## src/rtl/pipe_hazard_ctrl.sv

```systemverilog
// Pipeline stall/flush controller: load-use interlock, per-unit multicycle handshake FSMs,
// memory stall / exception arbitration. Optional counters built when HAZARD_PERF_CNT_EN is defined.
module pipe_hazard_ctrl #(
    parameter int unsigned N_MC      = 2,
    parameter logic [31:0] ERET_CODE = 32'h0000_000e
) (
    input  logic            clk,
    input  logic            resetn,
    input  logic [4:0]      id_rs,
    input  logic [4:0]      id_rt,
    input  logic            ex_rmem,
    input  logic            mem_rmem,
    input  logic [4:0]      ex_rt,
    input  logic [4:0]      mem_rt,
    input  logic            id_jb_stall,
    input  logic [N_MC-1:0] mc_req,
    input  logic [N_MC-1:0] mc_ready,
    output logic [N_MC-1:0] mc_start,
    output logic [N_MC-1:0] mc_cancel,
    input  logic            stallreq_if,
    input  logic            stallreq_mem,
    input  logic [31:0]     mem_excepttype,
    input  logic [31:0]     mem_cp0_epc,
    input  logic            bev,
    input  logic [31:0]     ebase,
    output logic            if_stall,
    output logic            id_stall,
    output logic            ex_stall,
    output logic            mem_stall,
    output logic            wb_stall,
    output logic            if_flush,
    output logic            id_flush,
    output logic            ex_flush,
    output logic            mem_flush,
    output logic            wb_flush,
    output logic [31:0]     mem_newpc,
    output logic [31:0]     perf_lw,
    output logic [31:0]     perf_mc,
    output logic [31:0]     perf_flush
);

    localparam logic [31:0] BEV_VECTOR = 32'hbfc0_0380;

    typedef enum logic [1:0] {
        MC_IDLE = 2'd0,
        MC_BUSY = 2'd1,
        MC_DONE = 2'd2
    } mc_state_e;

    logic            lw_stall;
    logic            mem_busy;
    logic            exc;
    logic            flush_fire;
    logic            mc_stall;
    logic            back;
    logic [N_MC-1:0] unit_stall;
    logic            unused_ebase;

    // $0 as a load destination never creates a dependency
    assign lw_stall = (ex_rmem  && (ex_rt  != 5'd0) && ((ex_rt  == id_rs) || (ex_rt  == id_rt)))
                   || (mem_rmem && (mem_rt != 5'd0) && ((mem_rt == id_rs) || (mem_rt == id_rt)));

    assign mem_busy   = stallreq_if || stallreq_mem;
    assign exc        = (mem_excepttype != 32'd0);
    assign flush_fire = exc && !mem_busy;

    for (genvar g = 0; g < N_MC; g++) begin : g_mc
        mc_state_e state_q;
        mc_state_e state_d;
        logic      start_c;
        logic      cancel_c;
        logic      stall_c;

        always_ff @(posedge clk or negedge resetn) begin
            if (!resetn) begin
                state_q <= MC_IDLE;
            end else begin
                state_q <= state_d;
            end
        end

        always_comb begin
            state_d = state_q;
            case (state_q)
                MC_IDLE: if (mc_req[g] && !flush_fire) state_d = MC_BUSY;
                MC_BUSY: begin
                    if (flush_fire)        state_d = MC_IDLE;
                    else if (mc_ready[g])  state_d = MC_DONE;
                end
                MC_DONE: state_d = MC_IDLE;
                default: state_d = MC_IDLE;
            endcase
        end

        // Start is Mealy so the unit begins in the same cycle EX presents the op
        always_comb begin
            start_c  = 1'b0;
            cancel_c = 1'b0;
            stall_c  = 1'b0;
            case (state_q)
                MC_IDLE: begin
                    start_c = mc_req[g] && !flush_fire;
                    stall_c = mc_req[g];
                end
                MC_BUSY: begin
                    stall_c  = 1'b1;
                    cancel_c = flush_fire;
                end
                MC_DONE: cancel_c = flush_fire;
                default: ;
            endcase
        end

        assign mc_start[g]   = start_c;
        assign mc_cancel[g]  = cancel_c;
        assign unit_stall[g] = stall_c;
    end

    assign mc_stall = |unit_stall;
    assign back     = mc_stall || mem_busy;

    assign wb_stall  = back;
    assign mem_stall = back;
    assign ex_stall  = back;
    assign id_stall  = back || lw_stall || id_jb_stall;
    assign if_stall  = id_stall && !if_flush;

    assign if_flush  = flush_fire;
    assign id_flush  = flush_fire;
    assign mem_flush = flush_fire;
    assign wb_flush  = flush_fire;
    // Bubble into EX when ID holds but the back end keeps moving
    assign ex_flush  = flush_fire || ((lw_stall || id_jb_stall) && !back);

    always_comb begin
        mem_newpc = 32'd0;
        if (exc) begin
            if (mem_excepttype == ERET_CODE) mem_newpc = mem_cp0_epc;
            else if (bev)                    mem_newpc = BEV_VECTOR;
            else                             mem_newpc = {ebase[31:12], 12'h180};
        end
    end

    assign unused_ebase = ^ebase[11:0];

`ifdef HAZARD_PERF_CNT_EN
    localparam int unsigned CNT_W = 32;

    logic [CNT_W-1:0] lw_cnt_q;
    logic [CNT_W-1:0] mc_cnt_q;
    logic [CNT_W-1:0] flush_cnt_q;

    // Saturating event counters
    always_ff @(posedge clk or negedge resetn) begin
        if (!resetn) begin
            lw_cnt_q    <= '0;
            mc_cnt_q    <= '0;
            flush_cnt_q <= '0;
        end else begin
            if (lw_stall && !back && (lw_cnt_q != '1)) lw_cnt_q <= lw_cnt_q + CNT_W'(1);
            if (mc_stall && (mc_cnt_q != '1))          mc_cnt_q <= mc_cnt_q + CNT_W'(1);
            if (flush_fire && (flush_cnt_q != '1))     flush_cnt_q <= flush_cnt_q + CNT_W'(1);
        end
    end

    assign perf_lw    = lw_cnt_q;
    assign perf_mc    = mc_cnt_q;
    assign perf_flush = flush_cnt_q;
`else
    assign perf_lw    = 32'd0;
    assign perf_mc    = 32'd0;
    assign perf_flush = 32'd0;
`endif

endmodule

```

## config.mk

```make
export PLATFORM = sky130hd
export DESIGN_NAME = pipe_hazard_ctrl
export DESIGN_NICKNAME = d
export VERILOG_FILES = /design/src/rtl/pipe_hazard_ctrl.sv
export SDC_FILE = /design/constraint.sdc
export NUM_CORES = 1
export LEC_CHECK = 0
export BUFFER_PORTS_ARGS = -buffer_cell sky130_fd_sc_hd__clkbuf_2
export CORE_AREA = 2 2 106 108
export CTS_BUF_LIST = sky130_fd_sc_hd__clkbuf_4
export DETAILED_ROUTE_END_ITERATION = 7
export DIE_AREA = 0 0 108 110
export SLEW_MARGIN = 20
export SYNTH_ARGS = -nofsm -noshare
export SYNTH_HDL_FRONTEND = slang
export SYNTH_SLANG_ARGS = --single-unit
```

## constraint.sdc

```tcl
create_clock -name clk -period 2.94 [get_ports clk]
set_clock_uncertainty 0.15 [all_clocks]
set_input_delay 0.441 -clock clk [delete_from_list [all_inputs] [get_ports clk]]
set_output_delay 0.441 -clock clk [all_outputs]
set_load 0.005 [all_outputs]
```

Yosys cells after proc, flatten, opt, wreduce, memory -nomap -nowiden
Index checks and enable logic that the tools add are counted.
{"block": "totals", "reg_bits": 4, "input_bits": 128, "output_inout_bits": 142, "elab_cells": 63}
{"block": "classes", "n_eq_ne": 13, "mux": 17, "reduce_logical": 31}
{"op": "2-to-1 mux 32 bit", "n": 3}
{"op": "equality test 32 x 4 -> 1 bit (second input constant)", "n": 1}
{"op": "nonzero test 32 bit", "n": 1}
{"op": "equality test 5 bit", "n": 4}
{"op": "2-to-1 mux 2 bit", "n": 6}
{"op": "nonzero test 5 bit", "n": 2}
{"op": "logical AND 1 bit", "n": 9}
{"op": "logical OR 1 bit", "n": 9}
{"op": "case mux 2 bit (2 select lines)", "n": 2}
{"op": "inequality test 3 bit (second input constant)", "n": 2}
{"op": "OR reduction 2 bit", "n": 3}
{"op": "equality test 2 x 1 -> 1 bit (second input constant)", "n": 2}
{"op": "equality test 2 bit (second input constant)", "n": 2}
{"op": "logical NOT 2 bit", "n": 2}
{"op": "2-to-1 mux 1 bit", "n": 4}
{"op": "inequality test 2 bit (second input constant)", "n": 2}
{"op": "case mux 1 bit (2 select lines)", "n": 2}
{"op": "AND reduction 2 bit", "n": 2}
{"op": "logical NOT 1 bit", "n": 3}

Longest topological paths before layout
{"block": "depth", "ltp_word": 7, "mapped_depth": 7, "depth_no_buf": 6}

Worst setup path after synthesis
Ideal clock, no wire load.
{"block": "synth_path", "kind": "input to output", "startpoint": "input port mem_excepttype[0]", "endpoint": "output port mc_cancel[0]", "arrival_time_ps": 1797, "required_time_ps": 2349, "setup_slack_ps": 552, "stages": 6, "n_path_buf": 1, "path_cell_list": "nor4_1 -> nand4_1 -> nor3_2 -> nor2_2 -> and2_1 -> buf_4"}
{"block": "synth_via", "elab_chain_len": 3}
{"item": "start: declaration", "line_no": "22", "rtl": "input logic [31:0] mem_excepttype,"}
{"item": "nonzero test 32 bit", "line_no": "64", "rtl": "assign exc = (mem_excepttype != 32'd0);"}
{"item": "logical AND 1 bit", "line_no": "65", "rtl": "assign flush_fire = exc && !mem_busy;"}
{"item": "net id_flush", "line_no": "32", "rtl": "output logic id_flush,"}
{"item": "2-to-1 mux 1 bit", "line_no": "100", "rtl": "case (state_q)"}
{"item": "end: declaration", "line_no": "19", "rtl": "output logic [N_MC-1:0] mc_cancel,"}
The timed path passes the listed nets, and every way through them passes these cells.

Final worst setup path
{"block": "layout_path", "startpoint": "input port ex_rt[1]", "endpoint": "output port if_stall"}
{"block": "layout_via", "elab_chain_len": 7, "elab_cells_between_ends": 10, "classes_between": "eq/ne (2); reduce/logical (8)"}
{"item": "start: declaration", "line_no": "13", "rtl": "input logic [4:0] ex_rt,"}
{"item": "equality test 5 bit or nonzero test 5 bit (tied branches)", "line_no": "60", "rtl": "assign lw_stall = (ex_rmem && (ex_rt != 5'd0) && ((ex_rt == id_rs) || (ex_rt == id_rt)))"}
{"item": "logical OR 1 bit or logical AND 1 bit (tied branches)", "line_no": "60"}
{"item": "logical AND 1 bit *", "line_no": "60"}
{"item": "logical OR 1 bit *", "line_no": "61", "rtl": "|| (mem_rmem && (mem_rt != 5'd0) && ((mem_rt == id_rs) || (mem_rt == id_rt)));"}
{"item": "logical OR 1 bit * (2 in a row)", "line_no": "125", "rtl": "assign id_stall = back || lw_stall || id_jb_stall;"}
{"item": "logical AND 1 bit *", "line_no": "126", "rtl": "assign if_stall = id_stall && !if_flush;"}
{"item": "end: declaration", "line_no": "26", "rtl": "output logic if_stall,"}
Mark *: on every way between the ends. The rest lies on a longest branch, timed or not.

==> reports/results.ini <==
[clock_tree]
cts_tree=built
cts-root-buf=clkbuf_4
clock_latency_ns=0.24
path_clk_slew_ns=0.04
cts_hold_buffers=1
cts_inserted_buffers=3
cts.sinks=4
clock_path_buffers=2
cts_resized=0
cts_setup_buffers=0
cts.htree.levels=1

[placed_design]
place_area_mm2=0.00261
place.gp.congestion=0.782
dp.cells=588
port_buffers=161
dp.final_hpwl_um=5180

[setup_path]
critPathMaxStageDelay_ns=0.53
cp_cell_sequence=clkbuf_2 -> or4_1 -> o21a_1 -> a221oi_1 -> buf_4 -> a21oi_1 -> clkbuf_2
crit_top_cell=clkbuf_2
crit_type=input pin to output pin
path_depth=7
cp.arrival_ns=1.99
crit_required_ns=2.35
path_max_fanout=3
critical_path.endpoint=if_stall
timing.rr.end=g_mc[1].state_q[0]
rrSetupSlack_ns=1.21
crit_family=compound AO/OA/AOI/OAI gates
cpMaxStageDelayCell=or4_1
end_kind=output pin
reg2reg_from=g_mc[1].state_q[1]
crit_buf_inv=3
ff2ff_path_depth=6
crit_start=ex_rt[1]
startpoint_type=input pin

[grt]
grt_pass1_vias=1825
met2_usage=0.174
antenna_found_initial=0
grt_max_degree=31
grt_util_all_layers=0.0852
grt_pass1_wl_um=8180
use_met1=0.0946
top_usage_layer=met2
gr-usage-met3=0.0141
grt_overflow_total=0

[job]
drv_cap=0

[power]
pwr_density_cell_mw_per_mm2=228
power.leakage_nw=1.45
power.total_uw=601
ir_drop_uv=190

[logic_synthesis]
syn_area_mm2=0.00204
synth_compound_area_frac=0.103
synth-xor-area-share=0.0860
synth_top_family_by_area=buffers and inverters
synth_fa_ha_area_frac=0.0369
ys_ff_latch=4
ys_seq_area_frac=0.0491
synth-simple-area-share=0.280
synthCells=300
synthMuxAreaShare=0.0111
syn_avg_cell_area_um2=6.79
yosysUniqueCellTypes=32
synth_warnings=0

[detailed_routing]
wl_per_cell_um=10.0
drtIter0Drc=63
wl_um=5950
route.detailed.drc=0
viasPerCell=3.69
ant_nets=0
firstDrtPassIters=4
via_count=2184

[floorplan]
rows=38
core_mm2=0.0107
die_y_um=110
io_pins=270
fp.dieArea_mm2=0.0119
die_width_um=108
initial_core_util=0.190

[cells_and_area]
final_net_count=588
seq_area_um2=100
multi_input_area_mm2=0.00143
final_cell_count_no_fill=592
largest_reg_flops=4
final_common_cell=clkbuf_2
fillCellCount=1243
fin_util=0.247
top_regs=g_mc.state_q x4
layout-drive-gt1-share=0.396
design_area_mm2=0.00264
final_cell_mix=clkbuf_2 (161), conb_1 (96), nand2_1 (22)
top_register=g_mc.state_q
syn_to_final_growth_pct=29.7
antennaDiodeCount=0

[run_status]
status=finished, final reports clean

[sta]
hold_viol=0
period_needed_ns=2.58
fmax_mhz=387
maxSlewViolCount=0
min_period_over_period=0.879
setup_tns_ns=0
setup_violations=0
rsz0062_at_grt=false

[hold_path]
hp-class=input pin to async pin

-- Yosys cell counts, drive strengths merged --
master / count / area (um2)
nand3: 5 / 25.0
o21ai: 4 / 20.0
and4: 1 / 8.76
conb: 1 / 3.75
ha: 6 / 75.1
nor3: 22 / 115
nand3b: 13 / 97.6
or4: 2 / 15.0
clkbuf: 5 / 18.8
xnor2: 20 / 175
nand4: 2 / 12.5
or3: 1 / 6.26
nand2: 22 / 82.6
nor3b: 2 / 15.0
o21a: 4 / 30.0
buf: 111 / 831
or2: 2 / 12.5
nor2: 19 / 73.8
o211ai: 4 / 30.0
a21oi: 15 / 75.1
o22ai: 5 / 31.3
a21boi: 2 / 15.0
a221oi: 1 / 8.76
dfrtp: 4 / 100
mux2: 2 / 22.5
nor4: 6 / 37.5
and2: 11 / 68.8
inv: 8 / 30.0
-- layer usage --
layer	routed length (um)	part of all wire	vias to the layer above
met3	617	0.10	2
met1	2210	0.37	928
met5	0	0	-
met4	8	0.0013	0
li1	-	-	1100
met2	3110	0.52	154
-- stage by stage --
| step | worst slack [ns] | hold WS [ns] |
|---|---|---|
| 2_1_floorplan | 0.552 | -0.00459 |
| 3_3_place_gp | 0.276 | 0.0999 |
| 3_5_place_dp | 0.289 | 0.101 |
| 4_1_cts | 0.281 | 0.382 |
| 5_1_grt | 0.0955 | 0.374 |
| 6_report | 0.357 | 0.382 |
-- power breakdown --
group,total (mW),internal (mW),switching [mW]
Clock,0.0717,0.0459,0.0258
Sequential,0.0959,0.0794,0.0165
Combinational,0.434,0.211,0.223
Total,0.601,0.336,0.265
-- logic make-up after synthesis --
| group | after synthesis |
|---|---|
| simple gates | 108 |
| flops | 4 |
| fa+ha+maj | 6 |
| mux | 2 |
| buf+inv | 124 |
| other cells | 1 |
| xor+xnor | 20 |
| compound gates | 35 |
-- how the worst min path moves through the flow --
stage | slack (ns) | cells past startpoint | to | start
2_1_floorplan | -0.005 | 0 | g_mc[0].state_q[0] | resetn
3_3_place_gp | 0.1 | 1 | g_mc[1].state_q[0] | resetn
3_5_place_dp | 0.10 | 1 | g_mc[1].state_q[0] | resetn
4_1_cts | 0.38 | 2 | g_mc[1].state_q[0] | resetn
5_1_grt | 0.37 | 2 | g_mc[1].state_q[0] | resetn
6_report | 0.38 | 2 | g_mc[1].state_q[0] | resetn
-- cell type report --
cell class                 count  area share
clock buffer                   3     0.00853
inverter                       8      0.0114
multi-input combinational    267       0.540
sequential                     4      0.0379
tap                          140      0.0663
timing repair buffer         170       0.336
(Power assumes the default switching activity.)
